## config.mk

```make
export PLATFORM = sky130hd
export DESIGN_NAME = wb_stage
export DESIGN_NICKNAME = d
export VERILOG_FILES = /design/src/rtl/wb_stage.sv
export SDC_FILE = /design/constraint.sdc
export NUM_CORES = 2
export LEC_CHECK = 0
export CORE_UTILIZATION = 50
export CTS_BUF_LIST = sky130_fd_sc_hd__clkbuf_4
export CTS_CLUSTER_DIAMETER = 50
export DETAILED_ROUTE_END_ITERATION = 10
export HOLD_SLACK_MARGIN = 0.03
export PLACE_DENSITY = 0.68
export SYNTH_ARGS = -nofsm -noshare
export SYNTH_HDL_FRONTEND = slang
export SYNTH_SLANG_ARGS = --single-unit
```

## constraint.sdc

```tcl
create_clock -name clock -period 8.75 [get_ports clock]
set_input_delay 2.1875 -clock clock [delete_from_list [all_inputs] [get_ports clock]]
set_output_delay 2.1875 -clock clock [all_outputs]
set_load 0.01 [all_outputs]
```

## src/rtl/wb_stage.sv

```systemverilog
// wb_stage: write-back commit, 32x64 regfile, M-mode CSRs, mcycle/minstret, RUN/HALT on exit.
// Define WB_BYPASS_EN for write-through forwarding on the regfile and CSR read ports.
module wb_stage #(
  parameter int NREGS = 32,
  parameter int XLEN  = 64
) (
  input  logic            clock,
  input  logic            reset,
  input  logic            valid_i,
  input  logic            wen_i,
  input  logic [4:0]      rd_i,
  input  logic [XLEN-1:0] wdata_i,
  input  logic            csr_wen_i,
  input  logic [11:0]     csr_addr_i,
  input  logic [63:0]     csr_wdata_i,
  input  logic [63:0]     pc_i,
  input  logic            exit_i,
  input  logic [4:0]      rs1_i,
  input  logic [4:0]      rs2_i,
  output logic [XLEN-1:0] rdata1_o,
  output logic [XLEN-1:0] rdata2_o,
  input  logic [11:0]     csr_raddr_i,
  output logic [63:0]     csr_rdata_o,
  output logic [63:0]     mtvec_o,
  output logic [63:0]     mepc_o,
  output logic            halted_o,
  output logic [63:0]     exit_code_o,
  output logic [63:0]     exit_pc_o,
  output logic            retire_o
);
  localparam logic RUN  = 1'b0;
  localparam logic HALT = 1'b1;
  localparam logic [11:0] A_MSTATUS  = 12'h300;
  localparam logic [11:0] A_MTVEC    = 12'h305;
  localparam logic [11:0] A_MEPC     = 12'h341;
  localparam logic [11:0] A_MCAUSE   = 12'h342;
  localparam logic [11:0] A_MCYCLE   = 12'hB00;
  localparam logic [11:0] A_MINSTRET = 12'hB02;

  logic            state;
  logic [XLEN-1:0] regs [NREGS];
  logic            mie, mpie;
  logic [63:0]     mtvec, mepc, mcause, mcycle, minstret;
  logic            commit, wr, cw;
  logic [63:0]     csr_stored, csr_wmask;

  assign commit   = valid_i && state == RUN;
  assign wr       = commit && wen_i && rd_i != 5'd0;
  assign cw       = commit && csr_wen_i;
  assign halted_o = state == HALT;
  assign mtvec_o  = mtvec;
  assign mepc_o   = mepc;

  always_comb begin
    csr_stored = csr_raddr_i == A_MSTATUS  ? {51'b0, 2'b11, 3'b0, mpie, 3'b0, mie, 3'b0} :
                 csr_raddr_i == A_MTVEC    ? mtvec :
                 csr_raddr_i == A_MEPC     ? mepc :
                 csr_raddr_i == A_MCAUSE   ? mcause :
                 csr_raddr_i == A_MCYCLE   ? mcycle :
                 csr_raddr_i == A_MINSTRET ? minstret : 64'b0;
    csr_wmask  = csr_addr_i == A_MSTATUS  ? (csr_wdata_i & 64'h88) | 64'h1800 :
                 csr_addr_i == A_MTVEC || csr_addr_i == A_MEPC ? {csr_wdata_i[63:2], 2'b00} :
                 csr_addr_i == A_MCAUSE || csr_addr_i == A_MCYCLE ||
                 csr_addr_i == A_MINSTRET ? csr_wdata_i : 64'b0;
`ifdef WB_BYPASS_EN
    rdata1_o    = wr && rs1_i == rd_i ? wdata_i : regs[rs1_i];
    rdata2_o    = wr && rs2_i == rd_i ? wdata_i : regs[rs2_i];
    csr_rdata_o = cw && csr_addr_i == csr_raddr_i ? csr_wmask : csr_stored;
`else
    rdata1_o    = regs[rs1_i];
    rdata2_o    = regs[rs2_i];
    csr_rdata_o = csr_stored;
`endif
  end

  always_ff @(posedge clock) begin
    if (!reset) begin
      state       <= RUN;
      for (int i = 0; i < NREGS; i++) regs[i] <= '0;
      mie         <= 1'b0;
      mpie        <= 1'b0;
      mtvec       <= '0;
      mepc        <= '0;
      mcause      <= '0;
      mcycle      <= '0;
      minstret    <= '0;
      exit_code_o <= '0;
      exit_pc_o   <= '0;
      retire_o    <= 1'b0;
    end else begin
      retire_o <= commit;
      if (wr) regs[rd_i] <= wdata_i;
      if (state == RUN) mcycle <= mcycle + 64'd1;
      if (commit) minstret <= minstret + 64'd1;
      // later assignments let an explicit CSR write override the counter increment
      if (cw && csr_addr_i == A_MSTATUS) begin
        mie  <= csr_wdata_i[3];
        mpie <= csr_wdata_i[7];
      end
      if (cw && csr_addr_i == A_MTVEC) mtvec <= csr_wmask;
      if (cw && csr_addr_i == A_MEPC) mepc <= csr_wmask;
      if (cw && csr_addr_i == A_MCAUSE) mcause <= csr_wdata_i;
      if (cw && csr_addr_i == A_MCYCLE) mcycle <= csr_wdata_i;
      if (cw && csr_addr_i == A_MINSTRET) minstret <= csr_wdata_i;
      if (commit && exit_i) begin
        state       <= HALT;
        exit_pc_o   <= pc_i;
        exit_code_o <= wen_i && rd_i == 5'd10 ? wdata_i : regs[10];
      end
    end
  end
endmodule

```

==> results.md <==
- Status: complete, no violations
- FFs w/ async S/R, synth: 0
- Antenna violations before repair: 67
- Synthesized area: 0.1288 mm²
- Reg2Reg Depth: 6
- Tcrit/Tclk final: 0.8679
- Critical path buffer and inverter count: 3
- Quantity of gates resized following cts: 0
- Register bit total from synthesis: 2500
- WP data required: 6.56 ns
- Clk_skew: 0.1165 ns
- Avg Cell Area, Syn: 14.19 µm²
- H-tree depth: 6
- Die X: 509.6 µm
- RSZ-0062 raised after global routing: no
- Crit path capture type: output port
- Post-CTS Hold Buffers: 0
- Clk slew on worst S/H paths: 0.06 ns
- Top cell type's share of synthesized area: 0.4774
- Main area contributors after synthesis: edfxtp_1, mux4_2, and2_1, dfxtp_1, clkbuf_1
- DIE AREA: 0.2597 mm²
- Distinct cells, synth: 83
- CTS Root Cell: clkbuf_4
- Final Instance Area: 0.1487 mm²
- Pre-CTS WS: 1.175 ns
- Total global-route track usage: 0.3567
- Pin count of the biggest net entering global routing: 153
- Vias in the first global route: 90800
- RR Endpoint: regs[15][43]
- Die Y: 509.6 µm
- CTS buffer count: 672
- Worst path arrival time: 5.41 ns
- Hold path startpoint: mcause[51]
- Post-synthesis sequential area ratio: 0.5477
- Min-Delay Path Class: reg -> reg
- PortBufs: 686
- Synthesis Warnings: 0
- P_leak: 52.10 nW
- Crit-path max FO: 55
- Synth area leader: edfxtp_1
- WHS Path Cells: 2
- Main synth FF type: edfxtp_1
- Total grt overflow: 0
- Reg-to-reg critical path startpoint: halted_o
- Placed Cells: 12520
- Setup WS post-layout: 1.156 ns
- Fmax: 131.7 MHz
- Maximum vdd ir drop: 0.1163 mV
- Commonest cells after routing, fill and taps aside: edfxtp_1, and2_1, mux4_2
- CP cell instances: clkdlybuf4s50_1, nor4bb_1, nand4_1, nor3b_2, buf_12, a221o_1, mux2i_1, nand2_1, clkdlybuf4s50_1
- Max Slew Vio Count: 0
- Post-Layout Cell Count: 13740
- Final TNS setup: 0 ns
- Hold Violations, Final: 0
- DRT iter0 DRCs: 14490
- Family with the most delay on the worst path: simple AND/OR/NAND/NOR gates
- Residual DRC: 0
- Final setup viols: 0
- Clk sinks: 2500
- Power Total: 27.22 mW
- Proportion of layout cells with a drive suffix above 1: 0.2755
- Hold Slack: 0.4542 ns
- R2R Setup Slk: 4.15 ns
- Row count: 185
- Vias per cell: 6.710
- PD cells: 183.0 mW/mm²
- CP peak stage delay: 0.69 ns
- Hold EP: mcause[51]
- Clk buf depth: 4
- # Post-CTS Setup Buffers: 0
- Top-level port count: 687
- Final WL: 468200 µm
- Startpoint Class: input pin
- Vias: 92200
- GP Congestion: 0.9041
- Post-Syn Instances: 9075
- Placed cell areas: 0.1401 mm²
- WL/cell: 34.08 µm
- Post-layout min period: 7.594 ns
- Slew HR: 0.1102
- Final ANT Viol Nets: 0
- CP max stage cell: nor3b_2
- Post-synth EDFFs: 2048
- CP Depth: 9
- First-pass GRT wire length: 655800 µm
- Max-capacitance violation count: 0
- Most used cell along the critical path: clkdlybuf4s50_1
- Layout Utilization: 0.5831
- Setup CP Type: in -> out
- Most common cell after layout, fill and taps aside: edfxtp_1
- Core Region: 0.2551 mm²
- Final net count: 10070
- Effective utilization at floorplan: 0.5050
- Worst skew pair latency: 1.44 ns
- Post-DP HPWL: 269700 µm
- 1st-pass router iterations: 8
- Area growth from synthesis to layout: 15.46%
- CTS tree: built
- Least-Margin Pin Slew: 1.331 ns
[worst register-to-register path: stages, from the launching register on]
cell     delay [ns]
dfxtp_2        0.31
buf_4          0.27
and4b_1        0.84
nand3_2        0.90
nor2_4         1.29
buf_12         0.48
and2_1         0.29
[Yosys cell counts, drive strengths merged (14+ instances only)]
cell / number
nor3: 55
a31oi: 42
and3: 34
mux4: 1280
nand2: 705
edfxtp: 2048
nor2: 135
a22oi: 28
or4: 16
mux2: 128
dfxtp: 452
nand4: 48
inv: 14
a211oi: 16
o21ai: 232
nor4: 30
nand3: 62
buf: 142
clkbuf: 786
a21oi: 483
or3: 15
a221o: 63
and2: 2002
mux2i: 75
[how the worst max path moves through the flow]
stage	slack, ns	from	to
after global routing	0.94	csr_raddr_i[8]	csr_rdata_o[3]
after global placement	1.16	csr_raddr_i[8]	csr_rdata_o[3]
final	1.16	csr_raddr_i[8]	csr_rdata_o[3]
after floorplan	0.77	rd_i[4]	regs[12][0]
after CTS	1.16	csr_raddr_i[8]	csr_rdata_o[3]
after detailed placement	1.18	csr_raddr_i[8]	csr_rdata_o[3]
[where the power goes]
part	total, mW	switching (mW)	internal (mW)	leakage [nW]
Clock	10.7	5.09	5.57	5.11
Combinational	3.12	1.73	1.40	22.3
Sequential	13.5	0.210	13.2	24.7
Total	27.2	7.02	20.2	52.1
[cells by family (layout without fill, tap and decap cells)]
| group | count (synthesis) | after routing | share of synthesized area |
|---|---|---|---|
| xor+xnor | 18 | 18 | 0.001224 |
| compound gates | 966 | 966 | 0.04387 |
| mux | 1483 | 1483 | 0.2408 |
| simple gates | 3162 | 3162 | 0.1383 |
| other cells | 1 | 115 | 0.00002911 |
| buf+inv | 943 | 2128 | 0.02794 |
| flops | 2500 | 2500 | 0.5477 |
| fa+ha+maj | 2 | 2 | 0.0001942 |
[final cells by class]
| type | count | area, µm² |
|---|---|---|
| Fill cell | 19940 | 106300 |
| Sequential cell | 2500 | 70550 |
| Multi-Input combinational cell | 5695 | 55550 |
| Timing Repair Buffer | 944 | 9703 |
| Clock buffer | 1003 | 7530 |
| Tap cell | 3366 | 4212 |
| Clock inverter | 167 | 998.5 |
| Antenna cell | 51 | 127.6 |
| Inverter | 14 | 60.06 |
[sequential cells by signal, summed over array words and instances (netlist names)]
signal,flops
mcycle,64
mtvec_o,64
exit_code_o,64
exit_pc_o,64
mcause,64
mepc_o,64
minstret,64
retire_o,1
mie,1
regs,2048
mpie,1
halted_o,1
[metal layers]
| metal | global-route usage | vias up | routed length (µm) |
|---|---|---|---|
| met4 | 0.1902 | 34 | 26290 |
| li1 | - | 36560 | - |
| met5 | 0 | - | 240 |
| met1 | 0.4670 | 46680 | 163400 |
| met2 | 0.5380 | 7560 | 212900 |
| met3 | 0.1055 | 1366 | 65390 |
(Power assumes the default switching activity.)
